<file path="config.mk">
export PLATFORM = sky130hd
export DESIGN_NAME = regbank_write_arbiter_flat
export DESIGN_NICKNAME = d
export VERILOG_FILES = /design/src/rtl/regbank_write_arbiter_if.sv /design/src/rtl/regbank_write_arbiter.sv /design/src/flat_wrapper.sv
export SDC_FILE = /design/constraint.sdc
export NUM_CORES = 1
export LEC_CHECK = 0
export ABC_AREA = 0
export BUFFER_PORTS_ARGS = -buffer_cell sky130_fd_sc_hd__buf_2
export CORE_UTILIZATION = 46
export DETAILED_ROUTE_END_ITERATION = 12
export PLACE_DENSITY = 0.85
export SLEW_MARGIN = 0
export SYNTH_ARGS = -nofsm -noshare
export SYNTH_HDL_FRONTEND = slang
export SYNTH_SLANG_ARGS = --single-unit
</file>
<file path="constraint.sdc">
create_clock -name clk -period 3.9 [get_ports clk]
set_input_delay 0.78 -clock clk [delete_from_list [all_inputs] [get_ports clk]]
set_output_delay 0.78 -clock clk [all_outputs]
set_load 0.03 [all_outputs]
</file>
<file path="src/rtl/regbank_write_arbiter_if.sv">
`default_nettype none
// ============================================================================
// Module   : regbank_write_arbiter_if
// Brief    : Requester-side valid/ready bundle for the register-bank write port.
// Revision : 1.0 - initial release
// ============================================================================
interface regbank_write_arbiter_if #(
    parameter int NREQ = 3
);
    logic [NREQ-1:0]    req_valid;
    logic [4*NREQ-1:0]  req_addr;
    logic [16*NREQ-1:0] req_data;
    logic [NREQ-1:0]    req_ready;

    modport master (
        output req_valid,
        output req_addr,
        output req_data,
        input  req_ready
    );

    modport slave (
        input  req_valid,
        input  req_addr,
        input  req_data,
        output req_ready
    );
endinterface
`default_nettype wire

</file>
<file path="src/rtl/regbank_write_arbiter.sv">
`default_nettype none
// ============================================================================
// Module   : regbank_write_arbiter
// Brief    : Round-robin arbiter sharing the register bank's single write port.
// Revision : 1.0 - initial release
// ============================================================================
module regbank_write_arbiter #(
    parameter int NREQ = 3
) (
    input  logic                    clk,
    input  logic                    reset,
    regbank_write_arbiter_if.slave  req,
    input  logic                    stall,
    output logic [15:0]             ALUBus,
    output logic [15:0]             regEnable,
    output logic [1:0]              grant_id,
    output logic                    wb_valid
);

    typedef enum logic [0:0] {
        ST_IDLE  = 1'b0,
        ST_WRITE = 1'b1
    } state_t;

    state_t             r_state;
    logic [1:0]         r_ptr;

    logic               w_found;
    logic [1:0]         w_win;
    logic [2:0]         w_idx;
    logic               w_accept;
    logic [1:0]         w_ptr_next;
    logic [15:0]        w_data;
    logic [3:0]         w_addr;
    logic [NREQ-1:0]    w_ready;

    // Walk indices ptr, ptr+1, ... wrapping at NREQ; first valid one wins.
    always_comb begin
        w_found = 1'b0;
        w_win   = 2'd0;
        w_idx   = 3'd0;
        for (int k = 0; k < NREQ; k++) begin
            w_idx = {1'b0, r_ptr} + 3'(k);
            if (w_idx >= 3'(NREQ)) begin
                w_idx = w_idx - 3'(NREQ);
            end
            for (int j = 0; j < NREQ; j++) begin
                if (!w_found && (w_idx == 3'(j)) && req.req_valid[j]) begin
                    w_found = 1'b1;
                    w_win   = 2'(j);
                end
            end
        end
    end

    always_comb begin
        w_data = 16'h0000;
        w_addr = 4'h0;
        for (int j = 0; j < NREQ; j++) begin
            if (w_win == 2'(j)) begin
                w_data = req.req_data[16*j +: 16];
                w_addr = req.req_addr[4*j +: 4];
            end
        end
    end

    assign w_accept   = w_found && !stall && !reset;
    assign w_ptr_next = (w_win == 2'(NREQ - 1)) ? 2'd0 : w_win + 2'd1;

    always_comb begin
        w_ready = '0;
        for (int j = 0; j < NREQ; j++) begin
            w_ready[j] = w_accept && (w_win == 2'(j));
        end
    end

    assign req.req_ready = w_ready;

    // ALUBus and grant_id deliberately hold across idle cycles; only the enable clears.
    always_ff @(posedge clk) begin
        if (reset) begin
            r_state   <= ST_IDLE;
            r_ptr     <= 2'd0;
            ALUBus    <= 16'h0000;
            regEnable <= 16'h0000;
            grant_id  <= 2'd0;
        end else if (w_accept) begin
            r_state   <= ST_WRITE;
            r_ptr     <= w_ptr_next;
            ALUBus    <= w_data;
            regEnable <= 16'h0001 << w_addr;
            grant_id  <= w_win;
        end else begin
            r_state   <= ST_IDLE;
            regEnable <= 16'h0000;
        end
    end

    assign wb_valid = (r_state == ST_WRITE);

endmodule
`default_nettype wire

</file>
<file path="src/flat_wrapper.sv">
// flat-port wrapper written by rule: the top's interface ports become plain ports
module regbank_write_arbiter_flat 
#(
    parameter int NREQ = 3
)
  (clk, reset, stall, ALUBus, regEnable, grant_id, wb_valid, req_req_valid, req_req_addr, req_req_data, req_req_ready);
  regbank_write_arbiter_if #(.NREQ(NREQ)) req_i ();
  input  logic clk;
  input  logic reset;
  input  logic stall;
  output logic [15:0] ALUBus;
  output logic [15:0] regEnable;
  output logic [1:0] grant_id;
  output logic wb_valid;
  input wire logic [$bits(req_i.req_valid)-1:0] req_req_valid;
  input wire logic [$bits(req_i.req_addr)-1:0] req_req_addr;
  input wire logic [$bits(req_i.req_data)-1:0] req_req_data;
  output wire logic [$bits(req_i.req_ready)-1:0] req_req_ready;
  assign req_i.req_valid = req_req_valid;
  assign req_i.req_addr = req_req_addr;
  assign req_i.req_data = req_req_data;
  assign req_req_ready = req_i.req_ready;
  regbank_write_arbiter #(.NREQ(NREQ)) u_core (.clk(clk), .reset(reset), .req(req_i), .stall(stall), .ALUBus(ALUBus), .regEnable(regEnable), .grant_id(grant_id), .wb_valid(wb_valid));
endmodule
</file>
==> flow_summary.yaml <==
drt:
  via_per_inst: 5.157
  drtPass1Iterations: 4
  wire_per_inst_um: 11.84
  drtAntennaViolNets: 0
  routed_wl_um: 3836
  drc: 0
  num_vias: 1671
  first_iter_violations: 53
sta:
  holdWs_ns: 0.4627
  setup_viol: 0
  slew_headroom_pct: 63.74
  layout_min_cycle_time_ns: 3.102
  hold_violations: 0
  post-route-period-util_pct: 79.53
  grt_setup_unrepaired: "no"
  clock.fmax_mhz: 322.4
  finalWorstSetupSlack_ns: 0.7983
  tightest_slew_ns: 0.5439
  slew_violations: 0
  clock_skew_ns: 0.007731
  fin_tns_setup_ns: 0
global_routing:
  use_met1_pct: 22.38
  track_usage_pct: 20.88
  grt_overflow: 0
  grt.met3_usage_pct: 7.482
  global_route.usage.met2_pct: 36.96
  grt_max_degree: 28
  antenna_found_initial: 0
  grt_pass1_vias: 1539
  grt_pass1_wl_um: 6444
  top_usage_layer: "met2"
clock_network:
  clkTransAtPathRegs_ns: 0.11
  ctsResizeCount: 0
  h-tree-depth: 2
  cts_sinks: 37
  cts_buffers: 5
  postCtsSetupRepairBufs: 0
  tritoncts: "built"
  max-clock-path-buffers: 2
  clock_latency_ns: 0.34
  cts_root_buf: "clkbuf_4"
  hold_buffers: 0
power:
  leakagePower_nw: 1.347
  power_density_nw_per_um2: 407.8
  power_mw: 0.9298
  vdd_drop_max_mv: 0.2511
logic_synthesis:
  ys_seq_area_share_pct: 44.11
  ys_ff_latch: 37
  ys_async_sr_fraction_pct: 0
  yosysUniqueCellTypes: 33
  syn_area_um2: 1679
  syn-num-nets: 242
  synth_edf_count: 0
  syn_area_per_cell_um2: 9.650
  ys_warn_count: 0
  syn_inst: 174
  synth-main-ff-cell: "dfxtp_1"
setup_path:
  crit_required_ns: 3.12
  start_kind: "flip-flop"
  worst_ep_arrival_time_ns: 2.32
  crit_fanout: 20
  cp-end-kind: "primary output"
  crit_type: "reg -> out"
finish:
  drive_above_1_share_pct: 44.24
  final_cells: 324
  antenna_cells: 0
  area_growth_pct: 35.77
  design_area_um2: 2280
  ff_latch_area_um2: 740.7
  post-route-util_pct: 66.74
  nets: 345
  multi_input_area_um2: 872.1
  n_fill_cell: 313
placement:
  dp_hpwl_um: 2932
  pre_cts_ws_ns: 1.052
  port_buffers: 103
  placedCellCount: 316
  place_congestion: 0.7961
  place_area_um2: 2225
floorplanning:
  die_x_um: 62.42
  row_count: 21
  io_pins: 104
  core_um2: 3416
  die_y_um: 62.42
  start_util_pct: 49.16
  dieArea_um2: 3896
flow_run:
  maxCapViolCount: 0
run_status:
  outcome: "completed"
min_path:
  min_path_type: "reg -> reg"
## placed cells by master (no fill, tap or decap), types with 2 or more instances in the layout
cell type and n:
and3_1 6, a21oi_1 17, a21o_1 20, o21a_1 3, buf_2 103, dfxtp_1 37
clkbuf_4 5, nor3_1 16, nand2_1 2, buf_4 3, nor2_1 3, o21ai_0 16
a211o_1 2, clkinv_2 3, inv_1 3, mux2i_1 18, o21ai_2 3, o211ai_1 2
nand2b_1 2, ha_1 2
## cell type report
type | instances | share of cell area [%]
Multi-Input combinational cell | 123 | 38.25
Clock inverter | 3 | 0.7684
Inverter | 4 | 0.7135
Tap cell | 46 | 2.525
Sequential cell | 37 | 32.49
Clock buffer | 5 | 1.647
Timing Repair Buffer | 106 | 23.60
## report_power, final
group	switching, mW	internal, mW	total (mW)	leakage (nW)
Clock	0.125	0.0679	0.193	0.0310
Combinational	0.192	0.120	0.312	1.01
Sequential	0.0146	0.410	0.425	0.302
Total	0.332	0.598	0.930	1.35
## cells in the mapped netlist, types with 2 or more instances
| cell | count | area [um2] |
|---|---|---|
| nand2_1 | 2 | 7.510 |
| and3_1 | 6 | 37.54 |
| nor2_1 | 3 | 11.26 |
| buf_4 | 2 | 15.01 |
| buf_1 | 2 | 7.510 |
| buf_2 | 2 | 10.01 |
| ha_1 | 2 | 25.02 |
| o211ai_1 | 2 | 15.01 |
| o21ai_0 | 16 | 80.08 |
| inv_1 | 3 | 11.26 |
| mux2i_1 | 18 | 180.2 |
| clkbuf_1 | 3 | 11.26 |
| nand2b_1 | 2 | 12.51 |
| a21oi_1 | 17 | 85.08 |
| o21a_1 | 3 | 22.52 |
| a21o_1 | 20 | 150.1 |
| o21ai_2 | 3 | 26.28 |
| nor3_1 | 16 | 80.08 |
| dfxtp_1 | 37 | 740.7 |
| a211o_1 | 2 | 17.52 |
## critical path: stages (launching register included)
cell and delay, ns:
dfxtp_1 0.38, inv_1 0.06, ha_1 0.33, nor3_1 0.09, or4_4 0.53, clkinv_2 0.20
and3_1 0.20, buf_2 0.21
## cell families (layout without fill, tap and decap cells)
| logic type | Yosys count | count (layout) | synth area share (%) |
|---|---|---|---|
| AO/OA/AOI/OAI | 71 | 71 | 27.72 |
| adder cells (fa/ha/maj) | 2 | 2 | 1.490 |
| buffers and inverters | 14 | 118 | 4.247 |
| flip-flops | 37 | 37 | 44.11 |
| multiplexers | 18 | 18 | 10.73 |
| AND/OR/NAND/NOR | 32 | 32 | 11.70 |
## final timing paths
path                                     end                             from  slack, ns  cells after the start
max                         req_req_ready[0]     u_core.r_ptr[0]$_SDFFE_PP0P_       0.80                      7
min          u_core.grant_id[0]$_SDFFE_PP0P_  u_core.grant_id[0]$_SDFFE_PP0P_       0.46                      1
max reg2reg  u_core.regEnable[12]$_SDFF_PP0_     u_core.r_ptr[0]$_SDFFE_PP0P_       1.50                      7
min reg2reg  u_core.grant_id[0]$_SDFFE_PP0P_  u_core.grant_id[0]$_SDFFE_PP0P_       0.46                      1
## metal layers
metal	wire [um]	part of all wire, %
met1	1609	42
met2	1825	48
met3	338	8.8
met4	61	1.6
met5	0	0
## state kept, by name, summed over array words and instances (netlist names)
name,flops
u_core.ALUBus,16
u_core.grant_id,2
u_core.r_ptr,2
u_core.regEnable,16
u_core.wb_valid,1
Note: power is estimated with default switching activity, not from simulation.
